--- src/rtl/event_blinker.sv ---
// Stretches single-cycle event strobes into fixed-length blinks separated by a
// fixed dark gap; events arriving mid-blink are queued in a saturating counter.
module event_blinker #(
   parameter logic        OUTPUT_WHEN_IDLE = 1'b0,
   parameter int unsigned ON_CYCLES        = 1000,
   parameter int unsigned OFF_CYCLES       = 1000,
   parameter int unsigned MAX_PENDING      = 15
) (
   input  logic                               clk,
   input  logic                               rst_n,
   // `event` is a reserved word in SystemVerilog, so the strobe is named evt
   input  logic                               evt,
   output logic                               out,
   output logic                               busy,
   output logic [$clog2(MAX_PENDING+1)-1:0]   pending,
   output logic                               overflow
);

   localparam int unsigned MAX_CYC = (ON_CYCLES > OFF_CYCLES) ? ON_CYCLES : OFF_CYCLES;
   localparam int unsigned TW      = $clog2(MAX_CYC + 1);
   localparam int unsigned PW      = $clog2(MAX_PENDING + 1);

   // Timer is loaded with N-1 and the phase ends on the edge that sees zero,
   // so each phase spans exactly N clock edges.
   localparam logic [TW-1:0] ON_LOAD  = TW'(ON_CYCLES - 1);
   localparam logic [TW-1:0] OFF_LOAD = TW'(OFF_CYCLES - 1);
   localparam logic [PW-1:0] PEND_MAX = PW'(MAX_PENDING);

   typedef enum logic [1:0] {
      IDLE,
      ON,
      GAP
   } state_t;

   state_t        state, state_nx;
   logic [TW-1:0] timer, timer_nx;
   logic [PW-1:0] pending_nx;
   logic          drop;

   always_comb begin
      state_nx   = state;
      timer_nx   = timer;
      pending_nx = pending;
      drop       = 1'b0;
      unique case (state)
         IDLE: begin
            if (evt) begin
               state_nx = ON;
               timer_nx = ON_LOAD;
            end
         end
         ON: begin
            if (timer == '0) begin
               state_nx = GAP;
               timer_nx = OFF_LOAD;
            end else begin
               timer_nx = timer - 1'b1;
            end
            if (evt) begin
               if (pending == PEND_MAX) drop = 1'b1;
               else                     pending_nx = pending + 1'b1;
            end
         end
         GAP: begin
            if (timer == '0) begin
               // A coincident event replaces the dequeued one (or starts the
               // next blink directly when nothing is queued).
               if (pending != '0) begin
                  state_nx = ON;
                  timer_nx = ON_LOAD;
                  if (!evt) pending_nx = pending - 1'b1;
               end else if (evt) begin
                  state_nx = ON;
                  timer_nx = ON_LOAD;
               end else begin
                  state_nx = IDLE;
               end
            end else begin
               timer_nx = timer - 1'b1;
               if (evt) begin
                  if (pending == PEND_MAX) drop = 1'b1;
                  else                     pending_nx = pending + 1'b1;
               end
            end
         end
         default: begin
            state_nx = IDLE;
         end
      endcase
   end

   always_ff @(posedge clk or negedge rst_n) begin
      if (!rst_n) begin
         state    <= IDLE;
         timer    <= '0;
         pending  <= '0;
         overflow <= 1'b0;
         out      <= OUTPUT_WHEN_IDLE;
         busy     <= 1'b0;
      end else begin
         state    <= state_nx;
         timer    <= timer_nx;
         pending  <= pending_nx;
         overflow <= drop;
         out      <= (state_nx == ON) ? ~OUTPUT_WHEN_IDLE : OUTPUT_WHEN_IDLE;
         busy     <= (state_nx != IDLE);
      end
   end

endmodule

--- config.mk ---
export PLATFORM = sky130hd
export DESIGN_NAME = event_blinker
export DESIGN_NICKNAME = d
export VERILOG_FILES = /design/src/rtl/event_blinker.sv
export SDC_FILE = /design/constraint.sdc
export NUM_CORES = 1
export LEC_CHECK = 0
export BUFFER_PORTS_ARGS = -buffer_cell sky130_fd_sc_hd__buf_2
export CELL_PAD_IN_SITES_DETAIL_PLACEMENT = 0
export CELL_PAD_IN_SITES_GLOBAL_PLACEMENT = 1
export CORE_AREA = 2 2 61 63
export CTS_CLUSTER_DIAMETER = 30
export DETAILED_ROUTE_END_ITERATION = 6
export DIE_AREA = 0 0 63 65
export PLACE_DENSITY = 0.74
export SLEW_MARGIN = 5
export SYNTH_ARGS = -nofsm -noshare
export SYNTH_HDL_FRONTEND = slang
export SYNTH_SLANG_ARGS = --single-unit
--- constraint.sdc ---
create_clock -name clk -period 5.9 [get_ports clk]
set_clock_uncertainty 0.15 [all_clocks]
set_input_delay 0.59 -clock clk [delete_from_list [all_inputs] [get_ports clk]]
set_output_delay 0.59 -clock clk [all_outputs]
set_load 0.02 [all_outputs]
# After elaboration in Yosys (flattened, before gate mapping)
# Index checks and enable logic that the tools add are counted.
# word_totals
ramBits	0
reg_bits	19
mem_bits_ro	0
mem_count	0
in_bits	3
latchBits	0
# classes
mul	0
eq_ne	6
magnitude_cmp	0
n_bitwise	0
n_reduce_logical	7
div	0
n_addsub	3
mux	22
n_shift	0
# op_table
cell	n
$mux W10	4
$pmux W10 S3	1
$mux W4	5
$logic_not A10 Y1	1
$sub A10 B1 Y10 const B	1
$pmux W4 S2	1
$mux W1	6
$mux W2	3
$ne A3 B3 Y1 const B	2
$pmux W2 S3	1
$add A4 B1 Y4 const B	1
$eq A2 B1 Y1 const B	2
$eq A4 B4 Y1 const B	1
$reduce_bool A2 Y1	2
$reduce_bool A4 Y1	1
$sub A4 B1 Y4 const B	1
$reduce_and A3 Y1	1
$reduce_bool A3 Y1	1
$eq A2 B2 Y1 const B	1
$logic_not A2 Y1	1
$pmux W1 S2	1

# Longest topological paths before layout
# Gate-level depths: netlist (run 1).
# logic_depth
depth_word	6
depth_mapped	8
mapped_depth_nobuf	6

# Least setup slack after synthesis (run 1)
# OpenSTA, ideal clock, no wires.
# synth_timing
path_type	register to register
start	reg timer[0]
end	reg busy
arrival_time_ps	1812
stages_incl_launch_ff	8
path_slack_ps	3813
synth_period_minus_slack_ps	2087
setup_time_ps	124
path_buffers	1
cell_sequence	dfrtp_1 -> inv_1 -> ha_1 -> or3b_1 -> clkbuf_2 -> o41ai_2 -> a221oi_2 -> or2_1
# synth_between
elab_chain_len	4
elab_cells_between_ends	5
# synth_rtl
element	line	text
start: declaration	36	logic [TW-1:0] timer, timer_nx;
start signal: assignment	102	timer <= timer_nx;
$logic_not A10 Y1 (*)	53, 65	
$mux W2 (on tied branches)	65, 53	
$pmux W2 S3 (*)	45	unique case (state)
named net state_nx[0]	35	state_t state, state_nx;
$reduce_bool A2 Y1 (*)	106	busy <= (state_nx != IDLE);
end signal: assignment	106	
end: declaration	14	output logic busy,
# Mark *: on every way through the listed nets, which the timed path passes. The rest lies on a longest branch.
# A chain may end at the register's enable or synchronous reset.

# Worst setup path after layout (run 1)
# layout_timing
start	reg state[0]
end	reg pending[1]
# layout_between
elab_chain_len	3
elab_cells_between_ends	7
# layout_rtl
element	line	text
start: declaration	35	
start signal: assignment	101	state <= state_nx;
$eq A2 B2 Y1 / $eq A2 B1 Y1 (equally long branches)	45	
$ne A3 B3 Y1 (no source line) / $reduce_bool A2 Y1 (equally long branches)	-	
$reduce_and A3 Y1 (no source line)	-	
end signal: assignment	103	pending <= pending_nx;
end: declaration	15	output logic [$clog2(MAX_PENDING+1)-1:0] pending,
# Several ways; a longest one is shown, not always the timed one.

==> flow_summary.yaml, run 1 <==
outcome:
  outcome: "finished clean"
synth:
  top_post_synthesis_cells_by_count: "sky130_fd_sc_hd__dfrtp_1, sky130_fd_sc_hd__inv_1, sky130_fd_sc_hd__nor2_1"
  sequential_cell_area_fraction_in_the_yosys_report_pct: 31.7
  biggest_area_contributors_in_the_synthesized_netlist: "sky130_fd_sc_hd__dfrtp_1, sky130_fd_sc_hd__ha_1, sky130_fd_sc_hd__a31oi_1"
  synth.distinct_cells: 57
  synth_enable_flop_cells: 0
  mean_post_synth_cell_area_sq_um: 9.37
  synth-main-ff-cell: "sky130_fd_sc_hd__dfrtp_1"
  yosys.area.top_type_share_pct: 31.7
  postSynthNetCount: 171
  post_synthesis_instance_area_sq_um: 1500
  synth.ff_latch_count: 19
  postSynthCellCount: 160
  yosys.cell_count.top_type: "sky130_fd_sc_hd__dfrtp_1"
  yosysTopAreaCell: "sky130_fd_sc_hd__dfrtp_1"
  postSynth.asyncResetShare_pct: 100
  synth_warnings: 0
clock_network:
  post_cts_resized: 0
  clk_latency_ns: 0.30
  clock_tree.htree_level_count: 1
  postCtsHoldBufs: 0
  cts.repair_timing.setup_buffer_count: 0
  max_root_sink_buffers: 2
  tritoncts: "done"
  number_of_buffers_created_by_cts: 3
  clk_transition_reported_paths_ns: 0.11
  clock_tree.root_cell: "sky130_fd_sc_hd__clkbuf_4"
  tritoncts_num_sinks: 19
drt:
  detail_route.wl_per_cell_microns: 16.8
  route.final.wire_length_microns: 3560
  detail_route.drc_violations: 0
  via_per_inst: 6.07
  route.antenna.remaining_nets: 0
  detail_route.iter0.violations: 94
  drtPass1Iterations: 4
  count_of_vias_placed_by_the_detailed_router: 1281
timing:
  setup_viol: 0
  slew_headroom_pct: 36.1
  tightestPinTransition_ns: 0.950
  max_slew_violation_total_from_the_final_report: 0
  clock.fmax_ghz: 0.406
  post-route-period-util_pct: 41.8
  timing.final.ws_setup_ns: 3.43
  finalHoldViolCount: 0
  fin_worst_hold_slack_ns: 0.0554
  rsz0062_at_grt: "no"
  final_period_minus_worst_setup_slack_ns: 2.47
  final_layout_setup_total_negative_slack_ns: 0
floorplanning:
  io_pins: 10
  fp.dieW_microns: 63
  die_h_microns: 65
  placement_rows: 22
  die_area_sq_um: 4100
  start_util_pct: 42.9
  core_area_sq_um: 3500
pwr:
  p_per_area_nw_per_um2: 435
  peakVddDrop_mv: 0.177
  p_leak_nw: 0.626
  clkPwrFrac_pct: 10.2
  p_int_w: 0.000352
  portion_of_total_power_attributed_to_sequential_cells_pct: 37.5
  combinationalPowerShare_pct: 52.3
  total_switching_power_w: 0.000330
  power.switching_fraction_pct: 48.3
grt:
  grt_pass1_wl_microns: 6070
  gr-usage-met1_pct: 25.2
  top_usage_layer_grt: "met2"
  grtUsageMet3_pct: 2.60
  maximum_number_of_pins_on_one_net_before_global_route_repair: 20
  grt_util_all_layers_pct: 19.0
  initial_antenna_violation_count: 0
  gr-usage-met2_pct: 31.8
  grt_overflow: 0
  first_global_vias: 1259
finish:
  flow.area_growth_from_synthesis_pct: 4.67
  final_area_sq_um: 1570
  insertedDiodeCount: 0
  num-nets-final: 175
  drive_above_1_share_pct: 14.7
  stdcell_count: 211
critical_path:
  crit_fanout: 8
  cpLargestDelayFamily: "simple AND/OR/NAND/NOR gates"
  cp_slowest_stage_delay_ns: 0.53
  cp-start-kind: "flop"
  cp_data_arrival_time_ns: 2.51
  criticalPathCategory: "reg -> reg"
  endpoint_kind: "flop"
  cp_data_required_time_ns: 5.95
  cp_cell_sequence: "inv_1 > ha_1 > nor2_1 > nor3b_1 > and2_0 > o311a_1"
  critical-path-slowest-cell: "sky130_fd_sc_hd__nor2_1"
  worstPathBufferInverterCount: 1
place:
  detailedPlace.worstSlack_ns: 3.47
  place.gp.congestion: 0.847
  dpl.hpwl_microns: 2650
  placed_area_sq_um: 1540
  place.detailed.instances: 207
  number_of_buffers_added_on_ports: 9
hold_path:
  timing.hold.worst.class: "in -> async"
flow_run:
  max_cap_viol_count: 0
per-stage QoR:
stage	power, W	utilization [%]
after floorplan	0.000529	-
after global placement	0.000606	44.1
after detailed placement	0.000613	44.1
after CTS	0.000684	44.9
after global routing	0.000740	44.9
final	0.000682	44.9
layer usage:
metal	up-vias	part of all wire (%)
met1	625	45
met5	-	0
met4	0	1.2
met3	5	5.3
li1	613	-
met2	38	49
final cells by class:
class / instances / area, sq um
Fill cell: 352 / 1930
Multi-Input combinational cell: 120 / 921
Sequential cell: 19 / 475
Tap cell: 48 / 60.1
Timing Repair Buffer: 9 / 45.0
Inverter: 11 / 41.3
Clock buffer: 4 / 26.3
cell families (layout without fill, tap and decap cells):
logic type,after synthesis,in the layout,synth area share [%]
multiplexers,5,5,3.42
buffers and inverters,21,24,6.84
flip-flops,19,19,31.7
XOR/XNOR,1,1,0.584
AO/OA/AOI/OAI,46,46,23.5
adder cells (fa/ha/maj),8,8,6.68
AND/OR/NAND/NOR,60,60,27.3
final timing paths:
check	end	depth (start not counted)	slack [ns]	startpoint
worst min register to register	pending[0]	1	0.44	pending[0]
worst min-delay path	state[1]	1	0.06	rst_n
worst max-delay path	pending[1]	6	3.43	state[0]
worst max register to register	pending[1]	6	3.43	state[0]
max in group asynchronous	timer[8]	1	5.25	rst_n
min in group clk	pending[0]	1	0.44	pending[0]
cells in the final DEF, fill, tap and decap left out, types with 2 or more instances in the layout:
cell,n
sky130_fd_sc_hd__buf_2,9
sky130_fd_sc_hd__o21a_1,2
sky130_fd_sc_hd__o311a_1,2
sky130_fd_sc_hd__mux2i_1,4
sky130_fd_sc_hd__o211ai_1,2
sky130_fd_sc_hd__nor2b_1,5
sky130_fd_sc_hd__nor3b_1,3
sky130_fd_sc_hd__o21ai_0,4
sky130_fd_sc_hd__nand4_1,6
sky130_fd_sc_hd__nand3_1,4
sky130_fd_sc_hd__a2bb2oi_1,3
sky130_fd_sc_hd__or2_2,2
sky130_fd_sc_hd__nand2b_1,3
sky130_fd_sc_hd__nor3_1,6
sky130_fd_sc_hd__or3b_1,2
sky130_fd_sc_hd__nand2_1,3
sky130_fd_sc_hd__nor4b_1,2
sky130_fd_sc_hd__ha_1,8
sky130_fd_sc_hd__o22ai_1,2
sky130_fd_sc_hd__a211oi_1,2
sky130_fd_sc_hd__inv_1,11
sky130_fd_sc_hd__dfrtp_1,19
sky130_fd_sc_hd__clkbuf_4,3
sky130_fd_sc_hd__a31oi_1,7
sky130_fd_sc_hd__nor4_1,2
sky130_fd_sc_hd__a21oi_1,7
sky130_fd_sc_hd__o21ai_1,3
sky130_fd_sc_hd__nor2_1,9
sequential cells by signal (all words and copies together), names as in the netlist:
register and count:
overflow 1, state 2, timer 10, busy 1, out 1, pending 4
power by group through the flow:
stage                     sequential (W)  clock (W)  combinational, W
final                           0.000256  0.0000696          0.000356
after global routing            0.000267  0.0000776          0.000396
after CTS                       0.000255  0.0000718          0.000357
after detailed placement        0.000259          0          0.000354
after global placement          0.000255          0          0.000351
after floorplan                 0.000251          0          0.000279
worst reg2reg max path, delay by kind of cell (launching register included):
| kind | cells | cell delay, ns |
|---|---|---|
| compound gates | 1 | 0.35 |
| fa+ha+maj | 1 | 0.35 |
| buf+inv | 1 | 0.11 |
| flops | 1 | 0.51 |
| simple gates | 3 | 0.89 |
(Power assumes the default switching activity.)
==> run 2, diff against run 1 <==
- clock period: 5.9 -> 2.5 ns (I/O delays scaled with it)
==> run 2 against run 1 <==
Net effect:
- first-iteration DRC count down 33%
- register-to-register slack worse by 3.2 ns
- clock power rose to 2.5 times the previous value
- final cell count up 3.8%
- via count about the same
- maximum frequency up 8.7%
- die area unchanged
- hold slack better by 0.067 ns
- sequential power up 140%
- largest cell class unchanged
==> flow_summary.yaml, run 2 (synthesis results as in run 1) <==
finish:
  num-nets-final: 183
  fin_util_pct: 46.7
  layout.filler_cells: 357
  insertedDiodeCount: 0
  drive_above_1_share_pct: 18.7
  seqCellArea_sq_um: 475
  layout_commonest_cell: "sky130_fd_sc_hd__dfrtp_1"
  largest-register: "timer"
  number_of_flip_flops_in_the_largest_register: 10
  reg_top3: "timer (10), pending (4), state (2)"
  stdcell_count: 219
  mostFrequentLayoutCells: "sky130_fd_sc_hd__dfrtp_1, sky130_fd_sc_hd__inv_1, sky130_fd_sc_hd__nor2_1, sky130_fd_sc_hd__buf_2, sky130_fd_sc_hd__ha_1"
  area_taken_by_multi_input_logic_gates_sq_um: 921
  flow.area_growth_from_synthesis_pct: 8.93
place:
  place.detailed.instances: 214
  place.gp.congestion: 0.849
  dpl.hpwl_microns: 2630
  detailedPlace.worstSlack_ns: 0.258
  number_of_buffers_added_on_ports: 9
timing:
  tightestPinTransition_ns: 0.572
  rsz0062_at_grt: "no"
  setup_viol: 0
  slew_headroom_pct: 61.7
  max_slew_violation_total_from_the_final_report: 0
  final_layout_setup_total_negative_slack_ns: 0
  finalHoldViolCount: 0
  timing.final.ws_setup_ns: 0.232
  final_period_minus_worst_setup_slack_ns: 2.27
  clock.fmax_ghz: 0.441
  post-route-period-util_pct: 90.7
grt:
  grtUsageMet3_pct: 3.65
  first_global_vias: 1322
  gr-usage-met2_pct: 30.3
  gr-usage-met1_pct: 26.5
  top_usage_layer_grt: "met2"
  grt_pass1_wl_microns: 6240
  initial_antenna_violation_count: 0
  grt_overflow: 0
  grt_util_all_layers_pct: 19.5
  maximum_number_of_pins_on_one_net_before_global_route_repair: 20
hold_path:
  holdCritStartpoint: "evt"
  timing.hold.worst.class: "in -> reg"
  worst_hold_path.num_cells: 3
  min_delay_worst_endpoint: "overflow"
flow_run:
  max_cap_viol_count: 0
clock_network:
  clk_transition_reported_paths_ns: 0.13
  post_cts_resized: 0
  cts.repair_timing.setup_buffer_count: 0
  tritoncts_num_sinks: 19
  clk_latency_ns: 0.33
  clock_tree.htree_level_count: 1
  number_of_buffers_created_by_cts: 3
  max_root_sink_buffers: 2
  tritoncts: "done"
  clock_tree.root_cell: "sky130_fd_sc_hd__clkbuf_4"
drt:
  via_per_inst: 5.85
  detail_route.iter0.violations: 63
  route.antenna.remaining_nets: 0
  drtPass1Iterations: 5
  detail_route.wl_per_cell_microns: 16.4
  detail_route.drc_violations: 0
  count_of_vias_placed_by_the_detailed_router: 1282
  route.final.wire_length_microns: 3600
critical_path:
  worst_r2r_path_depth: 6
  cpLargestDelayFamily: "simple AND/OR/NAND/NOR gates"
  cp_data_arrival_time_ns: 2.34
  criticalPathCategory: "reg -> reg"
  endpoint_kind: "flop"
  critical-path-slowest-cell: "sky130_fd_sc_hd__or3b_1"
  cp_cell_sequence: "inv_1 > ha_1 > or3b_1 > nor3_2 > a31oi_1 > o32ai_1"
  regToRegSetupSlack_ns: 0.23
  cp_slowest_stage_delay_ns: 0.52
  worstPathBufferInverterCount: 1
  worstReg2RegEnd: "timer[3]"
  rr_startpoint: "timer[0]"
  crit_fanout: 6
  cp_data_required_time_ns: 2.57
  cp-start-kind: "flop"
floorplanning:
  die_area_sq_um: 4100
  fp.dieW_microns: 63
  placement_rows: 22
  io_pins: 10
  core_area_sq_um: 3500
  die_h_microns: 65
  start_util_pct: 42.9
pwr:
  p_leak_nw: 0.669
  p_total_w: 0.00166
  peakVddDrop_mv: 0.304
  p_per_area_nw_per_um2: 1020
outcome:
  outcome: "finished clean"
-- run 2: cell count changes in the layout (fill, tap and decap cells not counted) --
cell and change:
sky130_fd_sc_hd__clkbuf_1 -1, sky130_fd_sc_hd__dlygate4sd3_1 +1, sky130_fd_sc_hd__buf_4 +7, sky130_fd_sc_hd__clkinv_2 +1
-- run 2: how the worst max path moves through the flow --
stage                         from       end  slack [ns]  cells after the start
after floorplan           timer[0]      busy        0.41                      7
after global placement    timer[0]      busy        0.33                      6
after detailed placement  timer[0]      busy        0.26                      6
after CTS                 timer[0]  timer[3]        0.26                      6
after global routing      state[1]  timer[5]        0.10                      6
final                     timer[0]  timer[3]        0.23                      6
-- run 2: where the power goes --
part           leakage, nW  internal, W  switching (W)
registers            0.230     0.000422       0.000183
clock network       0.0177    0.0000601       0.000115
logic                0.422     0.000384       0.000499
-- run 2: area by class of cell --
type / count / area share (%)
clock buffers: 3 / 1.38
repair buffers: 17 / 6.59
flip-flops and latches: 19 / 29.1
multi-input cells: 120 / 56.4
well taps: 48 / 3.68
inverters: 11 / 2.53
clock inverters: 1 / 0.307
-- run 2: metrics by stage --
stage / hold slack, ns / area, sq um
2_1_floorplan: -0.196 / 1500
3_3_place_gp: 0.0729 / 1600
3_5_place_dp: 0.0801 / 1600
4_1_cts: 0.117 / 1630
5_1_grt: 0.129 / 1630
6_report: 0.123 / 1630
-- run 2: timing repair --
item,CTS,global route
hold buffers,1,0
setup endpoints to repair,0,0
endpoints found under the hold margin,19,0
-- run 2: layer usage --
metal	vias up	share of wire, %
li1	634	-
met1	610	49
met2	27	46
met3	11	3.1
met4	0	2.4
met5	-	0
-- run 2: tightest hold or removal path, stage by stage --
cell	delay (ns)
sky130_fd_sc_hd__buf_2	0.18
sky130_fd_sc_hd__nand4_1	0.11
sky130_fd_sc_hd__nor2_1	0.04
==> run 3, diff against run 2 <==
- clock period: 2.5 -> 2.6 ns (I/O delays scaled with it)
==> run 3 against run 2 <==
Net effect:
- sequential share of layout area rose by 0.16 points
- non-clock buffer count fell by 1
- highest routed layer unchanged
- hold slack improved by 0.020 ns
- critical path depth did not move
- via count rose by 4.9%
- critical path type unchanged
- critical endpoint unchanged
==> flow_summary.yaml, run 3 (synthesis results as in run 1) <==
timing:
  tightestPinTransition_ns: 0.804
  post-route-period-util_pct: 88.1
  finalHoldViolCount: 0
  max_slew_violation_total_from_the_final_report: 0
  setup_viol: 0
  rsz0062_at_grt: "no"
  slew_headroom_pct: 45.9
  final_layout_setup_total_negative_slack_ns: 0
  clock.fmax_ghz: 0.437
  final_period_minus_worst_setup_slack_ns: 2.29
clock_network:
  clock_tree.root_cell: "sky130_fd_sc_hd__clkbuf_4"
  postCtsHoldBufs: 1
  post_cts_resized: 0
  clock_tree.htree_level_count: 1
  clk_latency_ns: 0.32
  tritoncts: "done"
  tritoncts_num_sinks: 19
  number_of_buffers_created_by_cts: 3
  max_root_sink_buffers: 2
  cts.repair_timing.setup_buffer_count: 0
  clk_transition_reported_paths_ns: 0.12
place:
  place.gp.congestion: 0.858
  number_of_buffers_added_on_ports: 9
  dpl.hpwl_microns: 2560
grt:
  gr-usage-met1_pct: 26.6
  gr-usage-met2_pct: 31.6
  maximum_number_of_pins_on_one_net_before_global_route_repair: 20
  initial_antenna_violation_count: 0
  grt_util_all_layers_pct: 20.0
  grtUsageMet3_pct: 3.47
  top_usage_layer_grt: "met2"
  grt_overflow: 0
  grt_pass1_wl_microns: 6390
  first_global_vias: 1316
critical_path:
  endpoint_kind: "flop"
  criticalPathCategory: "reg -> reg"
  cp_data_required_time_ns: 2.66
  cp_data_arrival_time_ns: 2.35
  crit_fanout: 6
  cp-start-kind: "flop"
hold_path:
  timing.hold.worst.class: "in -> reg"
drt:
  drtPass1Iterations: 4
  route.final.wire_length_microns: 3620
  route.antenna.remaining_nets: 0
  detail_route.iter0.violations: 96
  count_of_vias_placed_by_the_detailed_router: 1345
  detail_route.wl_per_cell_microns: 16.6
  detail_route.drc_violations: 0
  via_per_inst: 6.17
finish:
  fin_util_pct: 46.5
  num-nets-final: 182
  insertedDiodeCount: 0
  drive_above_1_share_pct: 17.6
  layout_commonest_cell: "sky130_fd_sc_hd__dfrtp_1"
  layout.filler_cells: 358
  flow.area_growth_from_synthesis_pct: 8.35
  mostFrequentLayoutCells: "sky130_fd_sc_hd__dfrtp_1, sky130_fd_sc_hd__inv_1, sky130_fd_sc_hd__nor2_1, sky130_fd_sc_hd__buf_2, sky130_fd_sc_hd__ha_1"
  number_of_flip_flops_in_the_largest_register: 10
  largest-register: "timer"
  reg_top3: "timer (10), pending (4), state (2)"
floorplanning:
  placement_rows: 22
  io_pins: 10
  core_area_sq_um: 3500
  die_h_microns: 65
  fp.dieW_microns: 63
  die_area_sq_um: 4100
  start_util_pct: 42.9
pwr:
  peakVddDrop_mv: 0.329
  p_per_area_nw_per_um2: 982
  p_leak_nw: 0.661
outcome:
  outcome: "finished clean"
flow_run:
  max_cap_viol_count: 0
[run 3: layer usage]
layer / share of wire, % / vias to the layer above
met5: 0 / -
li1: - / 628
met1: 45 / 657
met4: 3.1 / 0
met2: 47 / 46
met3: 4.3 / 14
[run 3: path summary, 6_finish.rpt]
check | slack (ns) | cells after the start | from | endpoint
max in group asynchronous | 1.73 | 2 | rst_n | timer[3]
min | 0.14 | 3 | evt | overflow
max reg2reg | 0.31 | 6 | timer[0] | timer[3]
max | 0.31 | 6 | timer[0] | timer[3]
min in group asynchronous | 0.25 | 2 | rst_n | timer[4]
min reg2reg | 0.44 | 1 | pending[0] | pending[0]
[run 3: final cells by class]
| class | instances | area (sq um) | area share, % |
|---|---|---|---|
| multi-input cells | 120 | 921 | 56.7 |
| flip-flops and latches | 19 | 475 | 29.3 |
| repair buffers | 16 | 100 | 6.16 |
| well taps | 48 | 60.1 | 3.70 |
| inverters | 11 | 41.3 | 2.54 |
| clock buffers | 4 | 26.3 | 1.62 |
[run 3: power breakdown]
| group | switching, W | leakage [nW] | internal [W] |
|---|---|---|---|
| clock network | 0.000105 | 0.0150 | 0.0000601 |
| registers | 0.000175 | 0.230 | 0.000406 |
| logic | 0.000484 | 0.416 | 0.000365 |
[run 3: worst max-delay path: stages (launching register included)]
cell and delay, ns:
sky130_fd_sc_hd__dfrtp_1 0.43, sky130_fd_sc_hd__inv_1 0.09, sky130_fd_sc_hd__ha_1 0.24, sky130_fd_sc_hd__or3b_1 0.52, sky130_fd_sc_hd__nor3_2 0.35, sky130_fd_sc_hd__a31oi_1 0.13
sky130_fd_sc_hd__o32ai_1 0.28
[run 3: metrics by stage]
stage | cells | hold slack, ns | area (sq um) | power [W] | setup WS, ns
after global placement | 213 | 0.0823 | 1590 | 0.00141 | 0.431
after detailed placement | 213 | 0.0882 | 1590 | 0.00141 | 0.337
final | 218 | 0.143 | 1620 | 0.00159 | 0.310
after global routing | 218 | 0.187 | 1620 | 0.00174 | 0.157
after CTS | 218 | 0.148 | 1620 | 0.00159 | 0.321
after floorplan | 160 | -0.186 | 1500 | 0.00120 | 0.513
